--- config.mk ---
export PLATFORM = sky130hd
export DESIGN_NAME = instr_encoder_writer
export DESIGN_NICKNAME = d
export VERILOG_FILES = /design/src/rtl/instr_encoder_writer.sv
export SDC_FILE = /design/constraint.sdc
export NUM_CORES = 1
export LEC_CHECK = 0
export BUFFER_PORTS_ARGS = -buffer_cell sky130_fd_sc_hd__buf_2
export CELL_PAD_IN_SITES_DETAIL_PLACEMENT = 0
export CELL_PAD_IN_SITES_GLOBAL_PLACEMENT = 1
export CORE_ASPECT_RATIO = 0.75
export CORE_UTILIZATION = 25
export CTS_CLUSTER_DIAMETER = 50
export DETAILED_ROUTE_END_ITERATION = 6
export PLACE_DENSITY_LB_ADDON = 0.1
export SYNTH_ARGS = -nofsm -noshare
export SYNTH_HDL_FRONTEND = slang
export SYNTH_SLANG_ARGS = --single-unit
--- constraint.sdc ---
create_clock -name clock -period 2 [get_ports clock]
set_clock_uncertainty 0.1 [all_clocks]
set_input_delay 0.1 -clock clock [delete_from_list [all_inputs] [get_ports clock]]
set_output_delay 0.1 -clock clock [all_outputs]
set_load 0.02 [all_outputs]
--- src/rtl/instr_encoder_writer.sv ---
// instr_encoder_writer
// Packs decoded instruction fields (R/I/J formats) into 16-bit words and
// writes them to consecutive instruction-memory addresses, starting at a
// base address, over a req/ack write port. Illegal tuples are dropped and
// flagged in a sticky error bit.
module instr_encoder_writer #(
    parameter int ADDR_W = 8
) (
    input  logic              clock,
    input  logic              reset_n,
    input  logic              start,
    input  logic [ADDR_W-1:0] base_addr,
    input  logic              in_valid,
    output logic              in_ready,
    input  logic [1:0]        fmt,
    input  logic [3:0]        op,
    input  logic [3:0]        funk,
    input  logic [2:0]        rd,
    input  logic [2:0]        rs,
    input  logic [2:0]        rt,
    input  logic [5:0]        iImm,
    input  logic [11:0]       jImm,
    input  logic              last,
    output logic              mem_we,
    output logic [ADDR_W-1:0] mem_addr,
    output logic [15:0]       mem_wdata,
    input  logic              mem_ack,
    output logic              busy,
    output logic              done,
    output logic              err,
    output logic [ADDR_W:0]   count
);

    typedef enum logic [1:0] {
        ST_IDLE   = 2'd0,
        ST_ACCEPT = 2'd1,
        ST_WRITE  = 2'd2,
        ST_DONE   = 2'd3
    } state_e;

    localparam logic [1:0] FMT_R = 2'b00;
    localparam logic [1:0] FMT_I = 2'b01;
    localparam logic [1:0] FMT_J = 2'b10;

    // count stops here: one full pass over the address space
    localparam logic [ADDR_W:0] COUNT_MAX = {1'b1, {ADDR_W{1'b0}}};

    state_e              state_q, state_d;
    logic [ADDR_W-1:0]   addr_q, addr_d;
    logic [15:0]         wdata_q, wdata_d;
    logic [ADDR_W:0]     count_q, count_d;
    logic                err_q, err_d;
    logic                last_q, last_d;

    logic [15:0]         enc_word;
    logic                enc_legal;

    // Field packing and legality of the tuple currently on the inputs
    always_comb begin
        // NOTE: every output of a combinational block gets a default first;
        // a path that leaves one unassigned would infer a latch.
        enc_word  = '0;
        enc_legal = 1'b0;
        unique case (fmt)
            FMT_R: begin
                enc_word  = {op, rd, rs, rt, funk[2:0]};
                enc_legal = ~funk[3];
            end
            FMT_I: begin
                enc_word  = {op, rd, rs, iImm};
                enc_legal = 1'b1;
            end
            FMT_J: begin
                enc_word  = {op, jImm};
                enc_legal = 1'b1;
            end
            default: begin
                enc_word  = '0;
                enc_legal = 1'b0;
            end
        endcase
    end

    // Next-state and datapath updates; start overrides everything
    always_comb begin
        state_d = state_q;
        addr_d  = addr_q;
        wdata_d = wdata_q;
        count_d = count_q;
        err_d   = err_q;
        last_d  = last_q;

        if (start) begin
            state_d = ST_ACCEPT;
            addr_d  = base_addr;
            count_d = '0;
            err_d   = 1'b0;
        end else begin
            unique case (state_q)
                ST_IDLE: begin
                    state_d = ST_IDLE;
                end
                ST_ACCEPT: begin
                    if (in_valid) begin
                        if (enc_legal) begin
                            wdata_d = enc_word;
                            last_d  = last;
                            state_d = ST_WRITE;
                        end else begin
                            // dropped tuple; a dropped final tuple still ends the session
                            err_d = 1'b1;
                            if (last) begin
                                state_d = ST_DONE;
                            end
                        end
                    end
                end
                ST_WRITE: begin
                    if (mem_ack) begin
                        addr_d = addr_q + ADDR_W'(1);
                        if (count_q != COUNT_MAX) begin
                            count_d = count_q + (ADDR_W+1)'(1);
                        end
                        state_d = last_q ? ST_DONE : ST_ACCEPT;
                    end
                end
                ST_DONE: begin
                    state_d = ST_IDLE;
                end
                default: begin
                    state_d = ST_IDLE;
                end
            endcase
        end
    end

    // State and datapath registers
    always_ff @(posedge clock or negedge reset_n) begin
        if (!reset_n) begin
            state_q <= ST_IDLE;
            addr_q  <= '0;
            wdata_q <= '0;
            count_q <= '0;
            err_q   <= 1'b0;
            last_q  <= 1'b0;
        end else begin
            // NOTE: sequential state uses non-blocking assignments so every
            // register samples the pre-edge values, independent of order.
            state_q <= state_d;
            addr_q  <= addr_d;
            wdata_q <= wdata_d;
            count_q <= count_d;
            err_q   <= err_d;
            last_q  <= last_d;
        end
    end

    // Outputs decode straight from state, so reset clears mem_we at once
    assign in_ready  = (state_q == ST_ACCEPT);
    assign mem_we    = (state_q == ST_WRITE);
    assign done      = (state_q == ST_DONE);
    assign busy      = (state_q != ST_IDLE);
    assign mem_addr  = addr_q;
    assign mem_wdata = wdata_q;
    assign err       = err_q;
    assign count     = count_q;

endmodule

==> impl_metrics.json <==
{
  "design.core.area_um2": 7432,
  "rr_endpoint": "mem_wdata[6]",
  "slew_headroom": 0.6712,
  "multi_input_area_um2": 939.7,
  "hold_path.startpoint": "jImm[7]",
  "n_fill_cell": 797,
  "synthesis.nets": 257,
  "share_comb_of_total_power": 0.295,
  "final.period_utilization": 0.8700,
  "grt_use_total": 0.1388,
  "fin_crit_ns": 1.740,
  "floorplan.die_area_um2": 8163,
  "crit-reg2reg-launch": "state_q[1]",
  "synth.yosys.warnings": 0,
  "ys_types": 43,
  "remaining_drc_errors": 0,
  "layout.nets": 372,
  "chipWidth_um": 104.0,
  "diodes": 0,
  "layout-drive-gt1-share": 0.3492,
  "grt_antenna_before_repair": 0,
  "globalplace.congestion": 0.6681,
  "syn_avg_cell_area_um2": 9.802,
  "rsz0062_at_grt": "no",
  "max-clock-path-buffers": 2,
  "power_switching_share": 0.3340,
  "ir_worst_vdd_mv": 0.2682,
  "pin_count_of_the_biggest_net_entering_global_routing": 38,
  "clk_pin_slew_worst_paths_ns": 0.07,
  "cts.repair_timing.setup_buffer_count": 0,
  "finalSetupTns_ns": 0,
  "initialDrtViolationCount": 56,
  "timing.critical_path.from_type": "flop",
  "ff_latch_area_um2": 925.9,
  "total_leakage_power_nw": 1.381,
  "netlist_instances": 199,
  "async_flop_share": 1.000,
  "stdcell_area_um2": 2826,
  "reg2reg_slack_ns": 0.26,
  "post_drt_wl_per_cell_um": 12.91,
  "net_switching_component_of_the_power_mw": 0.6875,
  "run_status": "completed",
  "starting_density_of_the_core": 0.2625,
  "end_kind": "flop",
  "port_buffers": 88,
  "clk-insertion-delay-late_ns": 0.28,
  "seq_area_frac_synth": 0.4747,
  "max_clock_freq_mhz": 574.7,
  "setup_viol_count_final": 0,
  "synth_top_cell_area_share": 0.4747,
  "criticalPathCategory": "reg -> reg",
  "netlist.top_cell.by_area": "sky130_fd_sc_hd__dfrtp_1",
  "maxCapViolCount": 0,
  "netlist_top_cells_count": "sky130_fd_sc_hd__dfrtp_1, sky130_fd_sc_hd__nand2_1, sky130_fd_sc_hd__o21ai_0",
  "drt_first_pass_iters": 5,
  "clockRootBuffer": "sky130_fd_sc_hd__clkbuf_8",
  "synth_area_um2": 1951,
  "internal_mw": 1.371,
  "ys_ff_latch": 37,
  "areaGrowthSynthToFinish_pct": 44.90,
  "routed-via-count": 1840,
  "sinks_on_clock_net": 37,
  "drt_wl_total_mm": 5.370,
  "power.total_mw": 2.058,
  "clock_tree_from_tritoncts": "built",
  "min-delay-path-class": "in -> reg",
  "ctsHtreeMaxLevel": 2,
  "synthFlopType": "sky130_fd_sc_hd__dfrtp_1",
  "holdPathStages": 3,
  "place.detailed.hpwl_mm": 3.831,
  "cts_made_buffers": 5,
  "route.antenna.remaining_nets": 0,
  "power.sequential.fraction": 0.458,
  "worst-path-max-fanout": 32,
  "synth_enable_flop_cells": 0,
  "first_pass_grt_wire_length_mm": 9.011,
  "timing_hold_violations_final": 0,
  "critical_path.startpoint": "state_q[1]",
  "proportion_of_power_drawn_by_the_clock_network": 0.247,
  "boundaryPins": 89,
  "gr-total-overflow": 0,
  "power_per_cell_area_nw_per_um2": 728.2,
  "cp_data_arrival_time_ns": 1.81,
  "fp.dieH_um": 78.50,
  "number_of_slew_limit_violations_in_the_final_report": 0,
  "hold_path_end": "mem_wdata[7]",
  "total_cell_area_at_the_placement_stage_um2": 2496,
  "max_slew.worst_pin.slew_ns": 0.4933,
  "synthMostInstantiatedCell": "sky130_fd_sc_hd__dfrtp_1",
  "r2r_cells": 5,
  "vias_in_the_first_global_route": 1894,
  "cp.required_ns": 2.07,
  "rows": 27,
  "dp.cells": 383,
  "via_per_inst": 4.423,
  "layoutNonFillerInstCount": 416,
  "ys_top_cells_by_area": "sky130_fd_sc_hd__dfrtp_1, sky130_fd_sc_hd__nand2_1, sky130_fd_sc_hd__ha_1"
}
==> state kept, by name (all words and copies together) (netlist names) <==
signal / flops
err: 1
state_q: 2
mem_addr: 8
mem_wdata: 16
last_q: 1
count: 9
==> worst max-delay path by stage <==
stage | to | slack (ns) | depth (start not counted)
6_report | mem_wdata[6] | 0.26 | 5
2_1_floorplan | count[1] | 0.34 | 6
4_1_cts | mem_wdata[12] | 0.25 | 5
3_5_place_dp | mem_wdata[6] | 0.27 | 5
3_3_place_gp | mem_wdata[14] | 0.29 | 5
5_1_grt | mem_wdata[5] | 0.15 | 5
==> cell families after synthesis <==
group | share of synthesized area
flops | 0.4747
xor+xnor | 0.05388
fa+ha+maj | 0.04490
compound gates | 0.1764
buf+inv | 0.04362
simple gates | 0.1886
mux | 0.01796
==> layer usage <==
layer / track usage / wire, µm / part of all wire / up-vias
li1: - / - / - / 940
met1: 0.1836 / 2645 / 0.49 / 850
met2: 0.2220 / 2389 / 0.44 / 46
met3: 0.04070 / 297 / 0.055 / 4
met4: 0.03429 / 38 / 0.0071 / 0
met5: 0 / 0 / 0 / -
==> critical path, cell delays in order (launching register included) <==
cell and delay (ns):
sky130_fd_sc_hd__dfrtp_1 0.47, sky130_fd_sc_hd__nand3b_4 0.20, sky130_fd_sc_hd__a2111o_1 0.43, sky130_fd_sc_hd__buf_4 0.26
sky130_fd_sc_hd__nand2_1 0.12, sky130_fd_sc_hd__o21ai_2 0.05
==> timing repair <==
item,CTS,global route
endpoints found under the hold margin,61,0
gates resized for setup,0,0
hold buffers,25,0
==> metrics by stage <==
step / hold slack (ns) / worst slack [ns] / util
4_1_cts: 0.0004622 / 0.2505 / 0.3803
3_5_place_dp: 0.09759 / 0.2682 / 0.3359
2_1_floorplan: -0.2956 / 0.3417 / -
3_3_place_gp: 0.09761 / 0.2890 / 0.3359
6_report: 0.008157 / 0.2600 / 0.3803
5_1_grt: 0.02572 / 0.1527 / 0.3803
==> power groups by stage <==
| stage | Clock, mW | Sequential, mW | Combinational [mW] |
|---|---|---|---|
| finish | 0.509 | 0.943 | 0.606 |
| detailed placement | 0 | 0.959 | 0.578 |
| CTS | 0.539 | 0.947 | 0.616 |
| floorplan | 0 | 1.09 | 0.214 |
| global route | 0.561 | 0.962 | 0.666 |
| global placement | 0 | 0.962 | 0.573 |
==> area by class of cell <==
type	instances	area share
sequential	37	0.3276
tap	101	0.04471
inverter	7	0.009296
multi-input combinational	145	0.3324
timing repair buffer	118	0.2576
clock buffer	8	0.02833
==> cells in the final DEF (no fill, tap or decap), drive strengths merged, types with 3 or more instances in the layout <==
master,count
inv,7
a22oi,6
a222oi,6
a21oi,4
or3,3
o21ai,27
ha,7
xor2,4
buf,93
clkbuf,8
nand4,4
nor2,10
xnor2,8
dfrtp,37
nand2,36
dlygate4sd3,25
(Power assumes the default switching activity.)
